`config.mk`:
```
export PLATFORM = sky130hd
export DESIGN_NAME = minisys_mc_control_flat
export DESIGN_NICKNAME = d
export VERILOG_FILES = /design/src/rtl/minisys_mc_control_if.sv /design/src/rtl/minisys_mc_control.sv /design/src/flat_wrapper.sv
export SDC_FILE = /design/constraint.sdc
export NUM_CORES = 1
export LEC_CHECK = 0
export ABC_AREA = 1
export BUFFER_PORTS_ARGS = -buffer_cell sky130_fd_sc_hd__buf_4
export CAP_MARGIN = 20
export CORE_ASPECT_RATIO = 0.75
export CORE_MARGIN = 4
export CORE_UTILIZATION = 25
export CTS_BUF_LIST = sky130_fd_sc_hd__clkbuf_8
export CTS_CLUSTER_DIAMETER = 150
export DETAILED_ROUTE_END_ITERATION = 10
export SKIP_LAST_GASP = 1
export SYNTH_ARGS = -nofsm -noshare
export SYNTH_HDL_FRONTEND = slang
export SYNTH_SLANG_ARGS = --single-unit
```
`constraint.sdc`:
```
create_clock -name clock -period 3 [get_ports clock]
set_input_delay 0.6 -clock clock [delete_from_list [all_inputs] [get_ports clock]]
set_output_delay 0.6 -clock clock [all_outputs]
set_load 0.01 [all_outputs]
```
`src/rtl/minisys_mc_control_if.sv`:
```
// Memory/IO bus seen by the Minisys-1A multi-cycle controller: effective
// address and acknowledge in, one-hot access strobes out.
interface minisys_mc_control_if #(
  parameter int ADDR_W = 32
);
  logic [ADDR_W-1:0] Alu_result;
  logic              mem_ready;
  logic              MemRead;
  logic              MemWrite;
  logic              IORead;
  logic              IOWrite;

  modport master (
    input  Alu_result, mem_ready,
    output MemRead, MemWrite, IORead, IOWrite
  );

  modport slave (
    output Alu_result, mem_ready,
    input  MemRead, MemWrite, IORead, IOWrite
  );
endinterface

```
`src/rtl/minisys_mc_control.sv`:
```
// Multi-cycle control FSM for the Minisys-1A core: fetch/decode/execute/
// memory/writeback sequencing with bus wait states, mul/div stall and exceptions.
module minisys_mc_control #(
  parameter int               ADDR_W      = 32,
  parameter int               IO_HI_W     = 22,
  parameter logic [IO_HI_W-1:0] IO_HI_VAL = 22'h3FFFFF,
  parameter int               MD_CYCLES   = 32,
  parameter int               MEM_TIMEOUT = 255
) (
  input  logic        clock,
  input  logic        reset,
  input  logic [31:0] Instruction,
  input  logic        Zero,
  input  logic        rs_sign,
  input  logic        rs_zero,
  input  logic        ext_int,
  minisys_mc_control_if.master bus,
  output logic [2:0]  state,
  output logic        Wir,
  output logic        PcWrite,
  output logic [1:0]  Wpc,
  output logic        Waluresult,
  output logic        RegWrite,
  output logic        Busy,
  output logic        Exc,
  output logic [4:0]  ExcCode
);
  // state | meaning
  // SINIT | after reset, no activity
  // SIF   | fetch: load IR, PC <= PC+4
  // SID   | decode; jumps and traps resolved here
  // SEX   | execute; branches, alignment check, mul/div launch
  // SMEM  | bus access held until mem_ready or timeout
  // SWB   | register-file write
  // SMD   | mul/div stall
  // SEXC  | exception/interrupt entry pulse toward CP0
  typedef enum logic [2:0] {
    SINIT = 3'd0, SIF = 3'd1, SID = 3'd2, SEX = 3'd3,
    SMEM  = 3'd4, SWB = 3'd5, SMD = 3'd6, SEXC = 3'd7
  } state_t;

  localparam int CNT_MAX = (MD_CYCLES - 1 > MEM_TIMEOUT) ? MD_CYCLES - 1 : MEM_TIMEOUT;
  localparam int CNT_W   = $clog2(CNT_MAX + 1);

  state_t           state_q, state_nxt;
  logic [CNT_W-1:0] cnt_q, cnt_nxt;
  logic [4:0]       code_q, code_nxt;

  logic [5:0] op, func;
  logic [4:0] rs, rt;
  assign op   = Instruction[31:26];
  assign rs   = Instruction[25:21];
  assign rt   = Instruction[20:16];
  assign func = Instruction[5:0];

  logic unused_bits;
  assign unused_bits = ^{Instruction[15:6], bus.Alu_result[ADDR_W-IO_HI_W-1:2]};

  logic valid, is_load, is_store, is_half, is_word, is_branch, br_link;
  logic is_jump, jmp_reg, jmp_link, is_md, no_wb, is_sys, is_brk, taken;

  always_comb begin
    valid = 1'b1; is_load = 1'b0; is_store = 1'b0; is_half = 1'b0; is_word = 1'b0;
    is_branch = 1'b0; br_link = 1'b0; is_jump = 1'b0; jmp_reg = 1'b0; jmp_link = 1'b0;
    is_md = 1'b0; no_wb = 1'b0; is_sys = 1'b0; is_brk = 1'b0;
    case (op)
      6'b000000: begin
        case (func)
          6'b001000: begin is_jump = 1'b1; jmp_reg = 1'b1; end
          6'b001001: begin is_jump = 1'b1; jmp_reg = 1'b1; jmp_link = 1'b1; end
          6'b001100: is_sys = 1'b1;
          6'b001101: is_brk = 1'b1;
          6'b010001, 6'b010011: no_wb = 1'b1;
          6'b011000, 6'b011001, 6'b011010, 6'b011011: is_md = 1'b1;
          6'b000000, 6'b000010, 6'b000011, 6'b000100, 6'b000110, 6'b000111,
          6'b010000, 6'b010010, 6'b100000, 6'b100001, 6'b100010, 6'b100011,
          6'b100100, 6'b100101, 6'b100110, 6'b100111, 6'b101010, 6'b101011: ;
          default: valid = 1'b0;
        endcase
      end
      6'b000001: begin
        is_branch = 1'b1;
        br_link   = rt[4];
        valid     = (rt == 5'b00000) || (rt == 5'b00001) ||
                    (rt == 5'b10000) || (rt == 5'b10001);
      end
      6'b000010: is_jump = 1'b1;
      6'b000011: begin is_jump = 1'b1; jmp_link = 1'b1; end
      6'b000100, 6'b000101, 6'b000110, 6'b000111: is_branch = 1'b1;
      6'b001000, 6'b001001, 6'b001010, 6'b001011,
      6'b001100, 6'b001101, 6'b001110, 6'b001111: ;
      6'b010000: begin
        if (rs == 5'b00100) no_wb = 1'b1;
        else if (rs == 5'b10000 && func == 6'b011000) no_wb = 1'b1;
        else if (rs != 5'b00000) valid = 1'b0;
      end
      6'b100000, 6'b100100: is_load = 1'b1;
      6'b100001, 6'b100101: begin is_load = 1'b1; is_half = 1'b1; end
      6'b100011: begin is_load = 1'b1; is_word = 1'b1; end
      6'b101000: is_store = 1'b1;
      6'b101001: begin is_store = 1'b1; is_half = 1'b1; end
      6'b101011: begin is_store = 1'b1; is_word = 1'b1; end
      default: valid = 1'b0;
    endcase
  end

  always_comb begin
    case (op)
      6'b000100: taken = Zero;
      6'b000101: taken = ~Zero;
      6'b000110: taken = rs_sign | rs_zero;
      6'b000111: taken = ~rs_sign & ~rs_zero;
      6'b000001: taken = rt[0] ? ~rs_sign : rs_sign;
      default:   taken = 1'b0;
    endcase
  end

  logic misaligned, io_space;
  assign misaligned = (is_half & bus.Alu_result[0]) | (is_word & (|bus.Alu_result[1:0]));
  assign io_space   = (bus.Alu_result[ADDR_W-1 -: IO_HI_W] == IO_HI_VAL);

  always_ff @(posedge clock) begin
    if (reset) begin
      state_q <= SINIT;
      cnt_q   <= '0;
      code_q  <= '0;
    end else begin
      state_q <= state_nxt;
      cnt_q   <= cnt_nxt;
      code_q  <= code_nxt;
    end
  end

  always_comb begin
    state_nxt = state_q;
    cnt_nxt = cnt_q;
    code_nxt = code_q;
    Wir = 1'b0; PcWrite = 1'b0; Wpc = 2'b00; Waluresult = 1'b0; RegWrite = 1'b0;
    Busy = 1'b0; Exc = 1'b0; ExcCode = 5'd0;
    bus.MemRead = 1'b0; bus.MemWrite = 1'b0; bus.IORead = 1'b0; bus.IOWrite = 1'b0;
    case (state_q)
      SINIT: state_nxt = SIF;
      SIF: begin
        Wir = 1'b1; PcWrite = 1'b1;
        state_nxt = SID;
      end
      SID: begin
        if (!valid) begin
          state_nxt = SEXC; code_nxt = 5'd10;
        end else if (is_sys) begin
          state_nxt = SEXC; code_nxt = 5'd8;
        end else if (is_brk) begin
          state_nxt = SEXC; code_nxt = 5'd9;
        end else if (is_jump) begin
          PcWrite   = 1'b1;
          Wpc       = jmp_reg ? 2'b11 : 2'b10;
          state_nxt = jmp_link ? SWB : SIF;
        end else begin
          state_nxt = SEX;
        end
      end
      SEX: begin
        Waluresult = 1'b1;
        if (is_branch) begin
          if (taken) begin PcWrite = 1'b1; Wpc = 2'b01; end
          state_nxt = br_link ? SWB : SIF;
        end else if (is_load || is_store) begin
          if (misaligned) begin
            state_nxt = SEXC; code_nxt = is_load ? 5'd4 : 5'd5;
          end else begin
            state_nxt = SMEM; cnt_nxt = '0;
          end
        end else if (is_md) begin
          state_nxt = SMD; cnt_nxt = CNT_W'(MD_CYCLES - 1);
        end else begin
          state_nxt = no_wb ? SIF : SWB;
        end
      end
      SMEM: begin
        Busy = 1'b1;
        bus.MemRead  = is_load  & ~io_space;
        bus.IORead   = is_load  &  io_space;
        bus.MemWrite = is_store & ~io_space;
        bus.IOWrite  = is_store &  io_space;
        // A late acknowledge on the final wait cycle still completes the access.
        if (bus.mem_ready) begin
          state_nxt = is_load ? SWB : SIF;
        end else if (cnt_q == CNT_W'(MEM_TIMEOUT - 1)) begin
          state_nxt = SEXC; code_nxt = 5'd7;
        end else begin
          cnt_nxt = cnt_q + CNT_W'(1);
        end
      end
      SWB: begin
        RegWrite = 1'b1;
        state_nxt = SIF;
      end
      SMD: begin
        Busy = 1'b1;
        if (cnt_q == '0) state_nxt = SIF;
        else cnt_nxt = cnt_q - CNT_W'(1);
      end
      SEXC: begin
        Exc = 1'b1; ExcCode = code_q;
        state_nxt = SIF;
      end
      default: state_nxt = SINIT;
    endcase
    // Interrupts are only taken at instruction boundaries.
    if (state_nxt == SIF && ext_int) begin
      state_nxt = SEXC; code_nxt = 5'd0;
    end
  end

  assign state = state_q;
endmodule
```
`src/flat_wrapper.sv`:
```
// flat-port wrapper written by rule: the top's interface ports become plain ports
module minisys_mc_control_flat 
#(
  parameter int               ADDR_W      = 32,
  parameter int               IO_HI_W     = 22,
  parameter logic [IO_HI_W-1:0] IO_HI_VAL = 22'h3FFFFF,
  parameter int               MD_CYCLES   = 32,
  parameter int               MEM_TIMEOUT = 255
)
  (clock, reset, Instruction, Zero, rs_sign, rs_zero, ext_int, state, Wir, PcWrite, Wpc, Waluresult, RegWrite, Busy, Exc, ExcCode, bus_Alu_result, bus_mem_ready, bus_MemRead, bus_MemWrite, bus_IORead, bus_IOWrite);
  minisys_mc_control_if #(.ADDR_W(ADDR_W)) bus_i ();
  input  logic clock;
  input  logic reset;
  input  logic [31:0] Instruction;
  input  logic Zero;
  input  logic rs_sign;
  input  logic rs_zero;
  input  logic ext_int;
  output logic [2:0] state;
  output logic Wir;
  output logic PcWrite;
  output logic [1:0] Wpc;
  output logic Waluresult;
  output logic RegWrite;
  output logic Busy;
  output logic Exc;
  output logic [4:0] ExcCode;
  input wire logic [$bits(bus_i.Alu_result)-1:0] bus_Alu_result;
  input wire logic [$bits(bus_i.mem_ready)-1:0] bus_mem_ready;
  output wire logic [$bits(bus_i.MemRead)-1:0] bus_MemRead;
  output wire logic [$bits(bus_i.MemWrite)-1:0] bus_MemWrite;
  output wire logic [$bits(bus_i.IORead)-1:0] bus_IORead;
  output wire logic [$bits(bus_i.IOWrite)-1:0] bus_IOWrite;
  assign bus_i.Alu_result = bus_Alu_result;
  assign bus_i.mem_ready = bus_mem_ready;
  assign bus_MemRead = bus_i.MemRead;
  assign bus_MemWrite = bus_i.MemWrite;
  assign bus_IORead = bus_i.IORead;
  assign bus_IOWrite = bus_i.IOWrite;
  minisys_mc_control #(.ADDR_W(ADDR_W), .IO_HI_W(IO_HI_W), .IO_HI_VAL(IO_HI_VAL), .MD_CYCLES(MD_CYCLES), .MEM_TIMEOUT(MEM_TIMEOUT)) u_core (.clock(clock), .reset(reset), .Instruction(Instruction), .Zero(Zero), .rs_sign(rs_sign), .rs_zero(rs_zero), .ext_int(ext_int), .bus(bus_i), .state(state), .Wir(Wir), .PcWrite(PcWrite), .Wpc(Wpc), .Waluresult(Waluresult), .RegWrite(RegWrite), .Busy(Busy), .Exc(Exc), .ExcCode(ExcCode));
endmodule
```
Word level (Yosys, flattened, before mapping)
Index checks and enable logic that the tools add are counted.

Output and inout port bits: 20. Bits in registers: 16.

Reduce and logical (&&, ||, !) cells: 31. Equality and inequality tests: 76. Bitwise gates (word level): 13. Add/subtract/negate cells: 2. Mux-type cells: 88.

Operator list (count): $eq 6x6->1 const B (18); $eq 6x4->1 const B (12); $mux 8 (7); $eq 6x5->1 const B (9); $mux 3 (15); $mux 5 (9); $eq 6x3->1 const B (7); $mux 1 (41); $reduce_or 28->1 (1); $eq 6x2->1 const B (4); $pmux 8 s3 (1); $eq 22x22->1 const B (1); $reduce_or 22->1 (1); $pmux 3 s6 (1); $eq 5x5->1 const B (3); $pmux 5 s3 (1); $reduce_and 7->1 (2); $reduce_or 2->1 (7); $eq 3x3->1 const B (4); $logic_not 6->1 (2); $mux 2 (6); $reduce_or 5->1 (2); $reduce_or 3->1 (3); $add 8x1->8 const B (1); other kinds (28) (52).

Longest topological paths before layout
Gate-level depths: netlist (run 1).

Word-level depth: 13. Gate-level depth with buffers: 16. Gate-level depth less buffers: 16.

Worst setup path after synthesis (run 1)
OpenSTA, ideal clock, no wires.

Kind: reg2reg. Start: register u_core.state_q[1] (netlist: u_core.state[1]). End: register u_core.cnt_q[6]. Setup time: 0.070 ns. Required time: 2.930 ns. Arrival: 2.232 ns. Slack: 0.697 ns. Stages on the path, launching flop included: 13. Path through: dfxtp_1 inv_2 nor2_2 inv_1 fa_1 o21ai_0 nand2_1 nand2_1 a21oi_1 xor2_1 nor2_1 nand2_1 a21oi_1.

Word-level cells in the longest chain between the ends: 3. Elaborated cells on any way between the ends: 12. Classes of those cells: eq/ne: 9; mux: 1; reduce/logical: 2.

Ends and longest elaborated chain: start, declared (RTL line minisys_mc_control.sv:45) `state_t state_q, state_nxt;`; start signal, assigned (RTL line minisys_mc_control.sv:128) `state_q <= state_nxt;`; $eq 3x2->1 or $eq 3x3->1 (tied branches) (RTL line minisys_mc_control.sv:141) `case (state_q)`; $ne 3x3->1 (no source line) (tied with other cells); $reduce_and 7->1 (no source line); end signal, assigned (RTL line minisys_mc_control.sv:129) `cnt_q <= cnt_nxt;`; end, declared (RTL line minisys_mc_control.sv:46) `logic [CNT_W-1:0] cnt_q, cnt_nxt;`.

Several ways; a longest one is shown, not always the timed one. A chain may end at the register's enable or synchronous reset.

Worst setup path in the final report (run 1)
Start: register u_core.state_q[0] (netlist: u_core.state[0]). End: register u_core.cnt_q[7].

The elaborated chain is that of the path after synthesis.

==> impl_metrics.py, run 1 <==
metrics = {
    "status": {
        "status": "finished clean",
    },
    "worst_setup_path": {
        "crit_chain": "inv_1 > nand2_2 > nor2_2 > buf_4 > ha_1 > a21oi_1 > nand2_1 > nand2_1 > o311ai_0 > xor2_1 > nand3_1 > a21oi_1",
        "path_depth": 12,
        "crit_path_start_kind": "register",
        "arrival_ns": 2.57,
        "critical_path_required_ns": 3.14,
        "cpLargestDelayFamily": "simple AND/OR/NAND/NOR gates",
        "worstPathMaxFanout": 12,
        "critPathKind": "reg2reg",
        "worstRegToRegCells": 12,
        "max_stage_delay_ns": 0.41,
        "crit_slowest_cell": "dfxtp_1",
        "cp-end-kind": "register",
        "crit_buf_inv": 2,
    },
    "route": {
        "wl_microns": 6220,
        "post-route-drc-count": 0,
        "firstDrtPassIters": 4,
        "via_per_inst": 4.65,
        "wire_per_inst_microns": 11.6,
        "drt_iter0_drc": 87,
        "ant_nets": 0,
        "vias": 2494,
    },
    "global_route": {
        "grt_pass1_wl_microns": 10600,
        "track_usage_pct": 13.0,
        "grt_pass1_vias": 2327,
        "grt_overflow": 0,
        "grt_max_degree": 13,
        "antenna_found_initial": 0,
    },
    "sta": {
        "fin_crit_ns": 2.42,
        "rsz0062_at_grt": "false",
        "setup_viol": 0,
        "tightest_slew_ns": 0.522,
        "fin_worst_skew_ns": 0.00452,
        "final.setup.tns_ns": 0,
        "fin_crit_sh_pct": 80.8,
        "hold_viol_final": 0,
        "relSlewSlack_pct": 64.8,
        "maxSlewViolCount": 0,
        "max_freq_ghz": 0.413,
    },
    "floorplanning": {
        "io_pins": 91,
        "rows": 28,
        "die-area_sq_mm": 0.00957,
        "fp.dieW_microns": 112,
        "die_y_microns": 85.7,
        "start_util_pct": 25.6,
        "coreArea_sq_mm": 0.00788,
    },
    "final_layout": {
        "nets": 510,
        "layout_commonest_cell": "nand2_1",
        "syn2layout_area_growth_pct": 34.8,
        "layout_common_cells": "99 x nand2_1, 72 x buf_4, 53 x nor2_1",
        "antenna_cells": 0,
        "drive_above_1_share_pct": 26.2,
    },
    "clocking": {
        "cts_buffers": 3,
        "cts_tree": "done",
        "worstSkewPairLatency_ns": 0.25,
        "cts_buffer_depth": 2,
        "cts_root_buf": "clkbuf_8",
        "cts_sinks": 15,
        "cts_resized": 0,
        "clkTransAtPathRegs_ns": 0.06,
        "postCtsHoldBufs": 0,
        "htree_levels": 1,
        "cts_post_setup_buffers_inserted": 0,
    },
    "power": {
        "peakVddDrop_mv": 0.237,
        "leakagePower_nw": 1.38,
        "seqPwrFrac_pct": 24.0,
        "power_density_mw_per_mm2": 544,
        "p_comb_share_pct": 65.0,
        "p_sw_share_pct": 49.9,
        "internal_power_w": 0.000740,
        "pwr-share-clk_pct": 11.0,
        "finalPower_w": 0.00148,
        "p_sw_w": 0.000737,
    },
    "synthesis": {
        "synth-edff-count": 0,
        "synthCells": 358,
        "syn_area_sq_mm": 0.00201,
        "seq_area_frac_synth_pct": 14.9,
        "ys_seq_elements": 15,
        "async_flop_share_pct": 0,
        "avgSynthCellArea_sq_um": 5.63,
        "syn_nets": 436,
        "ys_warn_count": 0,
        "synth_top_flop_cell": "dfxtp_1",
        "ys_types": 37,
    },
    "hold_path": {
        "min_path_cells": 2,
        "min_path_type": "reg2reg",
    },
    "placement": {
        "dp_hpwl_microns": 5370,
        "gp_congestion": 0.884,
        "io_buffers": 71,
    },
    "job": {
        "maxCapViolations": 0,
    },
}
## cell usage after synthesis (6+ instances only)
library cell / instances / share of area, %
ha_1: 6 / 3.7
inv_1: 47 / 8.8
nor2_2: 6 / 1.9
nor3_1: 10 / 2.5
nor2_1: 53 / 9.9
nand2_1: 99 / 18
nand3_1: 25 / 6.2
inv_2: 8 / 1.5
nand4_1: 10 / 3.1
nand2_2: 6 / 1.9
dfxtp_1: 15 / 15
a21oi_1: 21 / 5.2
o21ai_0: 9 / 2.2
## through the flow
stage | instances | area (sq um) | setup WS, ns | hold WS (ns) | utilization [%]
finish | 536 | 2720 | 0.576 | 0.465 | 34.4
global route | 536 | 2720 | 0.297 | 0.494 | 34.4
CTS | 536 | 2720 | 0.570 | 0.472 | 34.4
detailed placement | 532 | 2670 | 0.583 | 0.463 | 33.9
global placement | 532 | 2670 | 0.602 | 0.461 | 33.9
floorplan | 358 | 2010 | 0.697 | 0.442 | -
## path summary, 6_finish.rpt
check,start,to,slack (ns)
max,u_core.state[0],u_core.cnt_q[7],0.58
min,u_core.code_q[0],u_core.code_q[0],0.47
max reg2reg,u_core.state[0],u_core.cnt_q[7],0.58
min reg2reg,u_core.code_q[0],u_core.code_q[0],0.47
## logic make-up after synthesis
family                   after synthesis  share of synthesized area [%]
buffers and inverters                 59                           11.2
other                                  1                          0.186
XOR/XNOR                               8                           3.48
flip-flops                            15                           14.9
adder cells (fa/ha/maj)                7                           4.72
AND/OR/NAND/NOR                      228                           53.9
AO/OA/AOI/OAI                         40                           11.6
## layout make-up
type | instances | area (sq um)
multi-input cells | 284 | 1490
clock buffers | 3 | 41.3
fillers | 877 | 5170
well taps | 105 | 131
flip-flops and latches | 15 | 300
clock inverters | 1 | 3.75
repair buffers | 72 | 541
inverters | 56 | 210
## state kept, by name (all words and copies together) (netlist names)
signal and flops:
u_core.cnt_q 8, u_core.code_q 4, u_core.state 3
## layer usage
layer  global-route usage, %  up-vias  share of wire, %
met5                       0        -                 0
li1                        -     1299                 -
met1                    18.0     1126                49
met2                    21.8       63                45
met4                    1.99        0              0.88
met3                    2.19        6               5.7
## worst min-delay path, cell delays in order, from the launching register on
cell	delay, ns
dfxtp_1	0.31
nand2_1	0.06
a21oi_1	0.05
## power by group through the flow
stage	Sequential, W	Clock [W]	Combinational, W
global route	0.000367	0.000181	0.00110
CTS	0.000354	0.000168	0.000967
global placement	0.000356	0	0.000949
finish	0.000355	0.000162	0.000960
floorplan	0.000346	0	0.000676
detailed placement	0.000358	0	0.000964
No activity file was read; power rests on OpenSTA's default activity.
==> inputs of run 2 (changes only) <==
ABC_AREA = 0   (was 1)
clock period = 2.15 ns   (was 3 ns; I/O delays follow)
==> run 2 against run 1 <==
  * Worst hold slack got worse by 0.020 ns
  * Final cell count decreased by 17%
  * Register-to-register slack got worse by 0.65 ns
  * Power increased by 24%
  * Non-clock buffer count increased by 56
  * Global-route usage increased by 1.8 points
  * The run now ends with negative setup slack left
  * Clock power increased by 47%
  * Sequential share of layout area decreased by 1.4 points
  * Clock skew decreased by 0.0020 ns
  * Via count decreased by 8.2%
  * Area after synthesis decreased by 12%
  * Largest cell class unchanged
  * Fmax increased by 8.9%
==> impl_metrics.py, run 2 <==
metrics = {
    "power": {
        "p_sw_share_pct": 42.8,
        "p_comb_share_pct": 65.6,
        "p_sw_w": 0.000781,
        "internal_power_w": 0.00105,
        "leakagePower_nw": 1.30,
        "peakVddDrop_mv": 0.324,
        "power_density_mw_per_mm2": 576,
        "seqPwrFrac_pct": 21.3,
        "pwr-share-clk_pct": 13.0,
    },
    "sta": {
        "final.setup.tns_ns": -0.219,
        "fin_worst_skew_ns": 0.00255,
        "maxSlewViolCount": 0,
        "fin_crit_ns": 2.23,
        "tightest_slew_ns": 0.519,
        "setup_viol": 4,
        "hold_viol_final": 0,
        "setup_ws_ns": -0.0759,
        "max_freq_ghz": 0.449,
        "rsz0062_at_grt": "true",
        "relSlewSlack_pct": 65.3,
        "fin_crit_sh_pct": 104,
    },
    "clocking": {
        "cts_buffer_depth": 2,
        "htree_levels": 1,
        "cts_buffers": 3,
        "cts_tree": "done",
        "cts_root_buf": "clkbuf_8",
        "worstSkewPairLatency_ns": 0.25,
        "cts_sinks": 15,
        "clkTransAtPathRegs_ns": 0.07,
    },
    "final_layout": {
        "layout_commonest_cell": "buf_4",
        "final_util_pct": 46.4,
        "fin_cells": 447,
        "layout_common_cells": "114 x buf_4, 23 x a21oi_1, 14 x inv_1, 14 x nor2_1",
        "final_cell_area_sq_mm": 0.00317,
        "num-fill-cells": 674,
        "antenna_cells": 0,
        "syn2layout_area_growth_pct": 79.3,
        "largest_reg_flops": 8,
        "drive_above_1_share_pct": 51.2,
        "nets": 442,
        "top_register": "u_core.cnt_q",
    },
    "route": {
        "wl_microns": 6580,
        "vias": 2290,
        "firstDrtPassIters": 4,
        "drt_iter0_drc": 96,
        "via_per_inst": 5.12,
        "ant_nets": 0,
        "post-route-drc-count": 0,
        "wire_per_inst_microns": 14.7,
    },
    "synthesis": {
        "synthCells": 239,
        "syn_nets": 317,
        "avgSynthCellArea_sq_um": 7.40,
        "ys_seq_elements": 15,
        "async_flop_share_pct": 0,
        "yosysMostFrequentCell": "a21oi_1",
        "seq_area_frac_synth_pct": 17.0,
        "syn_area_sq_mm": 0.00177,
        "yosys-top-cells-area": "dfxtp_1 17%, a21oi_1 7.6%, ha_1 4.2%",
        "ys_warn_count": 0,
        "synthDominantCellAreaShare_pct": 17.0,
        "synth-edff-count": 0,
        "synth_top_area_cell": "dfxtp_1",
        "synth_commonest_cells": "27 x a21oi_1, 16 x inv_1, 16 x nand2_1, 15 x dfxtp_1, 14 x nor2_1",
        "ys_types": 68,
        "synth_top_flop_cell": "dfxtp_1",
    },
    "hold_path": {
        "min_path_cells": 2,
        "hold_path.startpoint": "reset",
        "hold_end": "u_core.state[0]",
        "min_path_type": "in2reg",
    },
    "global_route": {
        "grt_max_degree": 15,
        "grt_pass1_wl_microns": 10300,
        "antenna_found_initial": 0,
        "grt_overflow": 0,
        "track_usage_pct": 14.8,
        "grt_pass1_vias": 2104,
    },
    "floorplanning": {
        "fp.dieW_microns": 105,
        "die-area_sq_mm": 0.00850,
        "coreArea_sq_mm": 0.00683,
        "rows": 26,
        "die_y_microns": 80.9,
        "io_pins": 91,
        "start_util_pct": 25.9,
    },
    "worst_setup_path": {
        "crit_path_start_kind": "register",
        "worstRegToRegCells": 12,
        "regToRegSetupSlack_ns": -0.08,
        "crit_slowest_cell": "dfxtp_4",
        "critPathMostFrequentCell": "inv_8",
        "arrival_ns": 2.37,
        "cp-end-kind": "register",
        "crit_chain": "nand2b_4 > inv_8 > nand2_8 > inv_8 > ha_4 > nor2b_2 > o21ai_2 > a21oi_2 > o21a_1 > or3_4 > a32oi_2 > nor2_1",
        "critPathKind": "reg2reg",
        "critical_path_required_ns": 2.29,
        "max_stage_delay_ns": 0.34,
        "worst_r2r_endpoint": "u_core.cnt_q[6]",
        "worstPathMaxFanout": 5,
        "r2r_start": "u_core.state[0]",
    },
    "placement": {
        "dp_slack_ns": -0.257,
        "placed_area_sq_mm": 0.00286,
        "dp_hpwl_microns": 5340,
        "gp_congestion": 0.799,
        "io_buffers": 71,
        "dp_cells": 434,
    },
    "status": {
        "violations": "negative setup slack",
        "status": "finished, violations left",
    },
    "job": {
        "maxCapViolations": 0,
    },
}
[run 2: power by group through the flow]
stage,Clock (W),Sequential [W],Combinational (W)
2_1_floorplan,0,0.000404,0.000608
3_3_place_gp,0,0.000392,0.00107
3_5_place_dp,0,0.000394,0.00109
4_1_cts,0.000241,0.000391,0.00110
5_1_grt,0.000254,0.000398,0.00131
6_report,0.000238,0.000390,0.00120
[run 2: repair_timing]
item | CTS | global route
hold endpoints to repair | 0 | 0
gates cloned | 0 | 1
gates resized for setup | 7 | 36
endpoints found under the setup margin | 5 | 19
pin swaps | 5 | 15
hold buffers | 0 | 0
buffers inserted | 2 | 7
[run 2: cell type report]
type,instances,area (sq um),area share [%]
multi-input combinational,200,1600,50.5
timing repair buffer,128,1040,32.7
sequential,15,307,9.66
tap,84,105,3.31
inverter,16,75.1,2.37
clock buffer,3,41.3,1.30
clock inverter,1,5.00,0.158
[run 2: worst max-delay path by stage]
stage                          startpoint               end  slack, ns  depth (start not counted)
after detailed placement  u_core.state[0]   u_core.cnt_q[7]      -0.26                         12
after global placement    Instruction[31]  u_core.code_q[3]      -0.15                          9
final                     u_core.state[0]   u_core.cnt_q[6]      -0.08                         12
after floorplan           u_core.state[0]   u_core.cnt_q[7]      -0.19                         13
after global routing      u_core.state[0]   u_core.cnt_q[7]      -0.22                         12
after CTS                 u_core.state[0]   u_core.cnt_q[6]      -0.11                         12
[run 2: cell families after synthesis]
logic type,Yosys count,share of synthesized area [%]
and+or+nand+nor,109,37.4
AOI/OAI and AO/OA,79,32.5
DFF,15,17.0
xor gates and xnor gates,4,1.98
buffers and inverters,24,5.59
adders and majority gates,7,5.37
other,1,0.212
[run 2: critical path, delay by kind of cell (launching register included)]
family	cells	cell delay, ns
fa+ha+maj	1	0.20
buf+inv	2	0.16
compound gates	4	0.64
flops	1	0.34
simple gates	5	0.77
[run 2: stage by stage]
| step | hold slack (ns) | power, W |
|---|---|---|
| floorplan | 0.437 | 0.00101 |
| global placement | 0.459 | 0.00147 |
| detailed placement | 0.467 | 0.00149 |
| CTS | 0.438 | 0.00174 |
| global route | 0.455 | 0.00196 |
| finish | 0.445 | 0.00183 |
[run 2: layer usage]
metal	part of all wire, %	global-route usage (%)	up-vias
met4	0.41	1.57	0
met3	4.6	2.54	2
met2	48	25.7	67
met5	0	0	-
met1	47	20.1	1053
li1	-	-	1168
==> inputs of run 3 (changes only) <==
SKIP_CTS_REPAIR_TIMING = 1   (was unset)
==> run 3 against run 2 <==
  * The flow still finishes with violations (negative setup slack)
  * Non-clock buffer count is 3 higher
  * Final cell count is 0.67% higher
  * Combinational power hardly changed
  * Clock skew is 0.0016 ns lower
  * Clock power hardly changed
  * Count of clock-buffer cells in the layout stayed put
  * Setup slack better by 0.0032 ns
  * Via count is 0.44% higher
  * Core utilization is 0.073 points lower
  * Global-route usage is 0.35 points lower
  * Sequential share of layout area hardly changed
  * First-iteration DRC count is 11% higher
  * Critical endpoint unchanged
  * Largest cell class unchanged
  * Highest routed layer unchanged
==> impl_metrics.py, run 3 (synthesis results as in run 2) <==
metrics = {
    "status": {
        "status": "finished, violations left",
        "violations": "negative setup slack",
    },
    "final_layout": {
        "ff_latch_area_sq_um": 307,
        "drive_above_1_share_pct": 51.1,
        "largest_reg_flops": 8,
        "layout_commonest_cell": "buf_4",
        "num-fill-cells": 669,
        "final_util_pct": 46.4,
        "layout_common_cells": "119 x buf_4, 23 x a21oi_1, 14 x nor2_1",
        "nets": 445,
        "multiInputGateArea_sq_mm": 0.00159,
        "syn2layout_area_growth_pct": 79.0,
        "antenna_cells": 0,
        "top_register": "u_core.cnt_q",
    },
    "power": {
        "p_sw_w": 0.000789,
        "power_density_mw_per_mm2": 585,
        "p_sw_share_pct": 42.6,
        "pwr-share-clk_pct": 12.8,
        "seqPwrFrac_pct": 21.2,
        "finalPower_w": 0.00185,
        "internal_power_w": 0.00106,
        "peakVddDrop_mv": 0.327,
        "p_comb_share_pct": 66.0,
        "leakagePower_nw": 1.30,
    },
    "worst_setup_path": {
        "crit_chain": "nand2b_4 > inv_8 > nand2_8 > inv_8 > ha_4 > nor2b_2 > o21ai_2 > a21oi_2 > o21a_1 > or3_4 > a32oi_1 > nor2_1",
        "crit_buf_inv": 2,
        "cpLargestDelayFamily": "simple AND/OR/NAND/NOR gates",
        "worst_r2r_endpoint": "u_core.cnt_q[6]",
        "cp-end-kind": "register",
        "r2r_start": "u_core.state[0]",
        "crit_slowest_cell": "dfxtp_4",
        "critical_path_required_ns": 2.29,
        "critPathKind": "reg2reg",
        "worstPathMaxFanout": 5,
        "critPathMostFrequentCell": "inv_8",
        "arrival_ns": 2.37,
        "endpoint": "u_core.cnt_q[6]",
        "path_depth": 12,
        "max_stage_delay_ns": 0.34,
        "crit_path_start_kind": "register",
        "crit_start": "u_core.state[0]",
        "worstRegToRegCells": 12,
        "regToRegSetupSlack_ns": -0.07,
    },
    "clocking": {
        "cts_tree": "done",
        "cts_root_buf": "clkbuf_8",
        "cts_buffers": 3,
        "cts_sinks": 15,
        "cts_buffer_depth": 2,
        "clkTransAtPathRegs_ns": 0.07,
        "worstSkewPairLatency_ns": 0.25,
        "htree_levels": 1,
    },
    "route": {
        "drt_iter0_drc": 107,
        "wire_per_inst_microns": 14.7,
        "wl_microns": 6620,
        "ant_nets": 0,
        "vias": 2300,
        "post-route-drc-count": 0,
        "firstDrtPassIters": 4,
        "via_per_inst": 5.11,
    },
    "floorplanning": {
        "start_util_pct": 25.9,
        "die_y_microns": 80.9,
        "coreArea_sq_mm": 0.00683,
        "fp.dieW_microns": 105,
        "io_pins": 91,
        "rows": 26,
        "die-area_sq_mm": 0.00850,
    },
    "placement": {
        "dp_slack_ns": -0.257,
        "gp_congestion": 0.799,
        "dp_hpwl_microns": 5340,
        "io_buffers": 71,
    },
    "sta": {
        "final.setup.tns_ns": -0.258,
        "hold_viol_final": 0,
        "hold_ws_ns": 0.447,
        "fin_worst_skew_ns": 0.000965,
        "max_freq_ghz": 0.450,
        "fin_crit_ns": 2.22,
        "maxSlewViolCount": 0,
        "setup_ws_ns": -0.0727,
        "setup_viol": 6,
        "relSlewSlack_pct": 64.8,
        "fin_crit_sh_pct": 103,
        "tightest_slew_ns": 0.526,
        "rsz0062_at_grt": "true",
    },
    "global_route": {
        "grt_pass1_wl_microns": 10100,
        "grt_pass1_vias": 2092,
        "track_usage_pct": 14.5,
        "grt_max_degree": 15,
        "grt_overflow": 0,
        "antenna_found_initial": 0,
    },
    "hold_path": {
        "min_path_type": "in2reg",
    },
    "job": {
        "maxCapViolations": 0,
    },
}
[run 3: cell type report]
cell class / instances / area share, %
inverter: 16 / 2.49
clock buffer: 3 / 1.30
timing repair buffer: 131 / 33.0
tap: 84 / 3.32
multi-input combinational: 200 / 50.1
clock inverter: 1 / 0.158
sequential: 15 / 9.68
[run 3: how the worst min path moves through the flow]
stage,from,slack (ns),depth (start not counted),to
after detailed placement,u_core.code_q[1],0.47,2,u_core.code_q[1]
after global placement,u_core.code_q[1],0.46,2,u_core.code_q[1]
after CTS,reset,0.44,2,u_core.state[0]
after floorplan,u_core.code_q[1],0.44,2,u_core.code_q[1]
after global routing,reset,0.45,2,u_core.state[0]
final,reset,0.45,2,u_core.state[0]
[run 3: power groups by stage]
stage          clock, W  sequential, W  combinational [W]
2_1_floorplan         0       0.000404           0.000608
3_3_place_gp          0       0.000392            0.00107
3_5_place_dp          0       0.000394            0.00109
4_1_cts        0.000241       0.000388            0.00110
5_1_grt        0.000254       0.000399            0.00134
6_report       0.000238       0.000392            0.00122
[run 3: metal layers]
layer	share of wire [%]	vias to the layer above	GRT usage [%]
li1	-	1173	-
met1	47	1073	19.7
met2	49	52	25.0
met3	4.0	2	2.30
met4	0.41	0	1.83
met5	0	-	0
[run 3: stage by stage]
step / area, sq um / cells
after floorplan: 1880 / 239
after global placement: 2860 / 434
after detailed placement: 2860 / 434
after CTS: 2900 / 438
after global routing: 3170 / 450
final: 3170 / 450
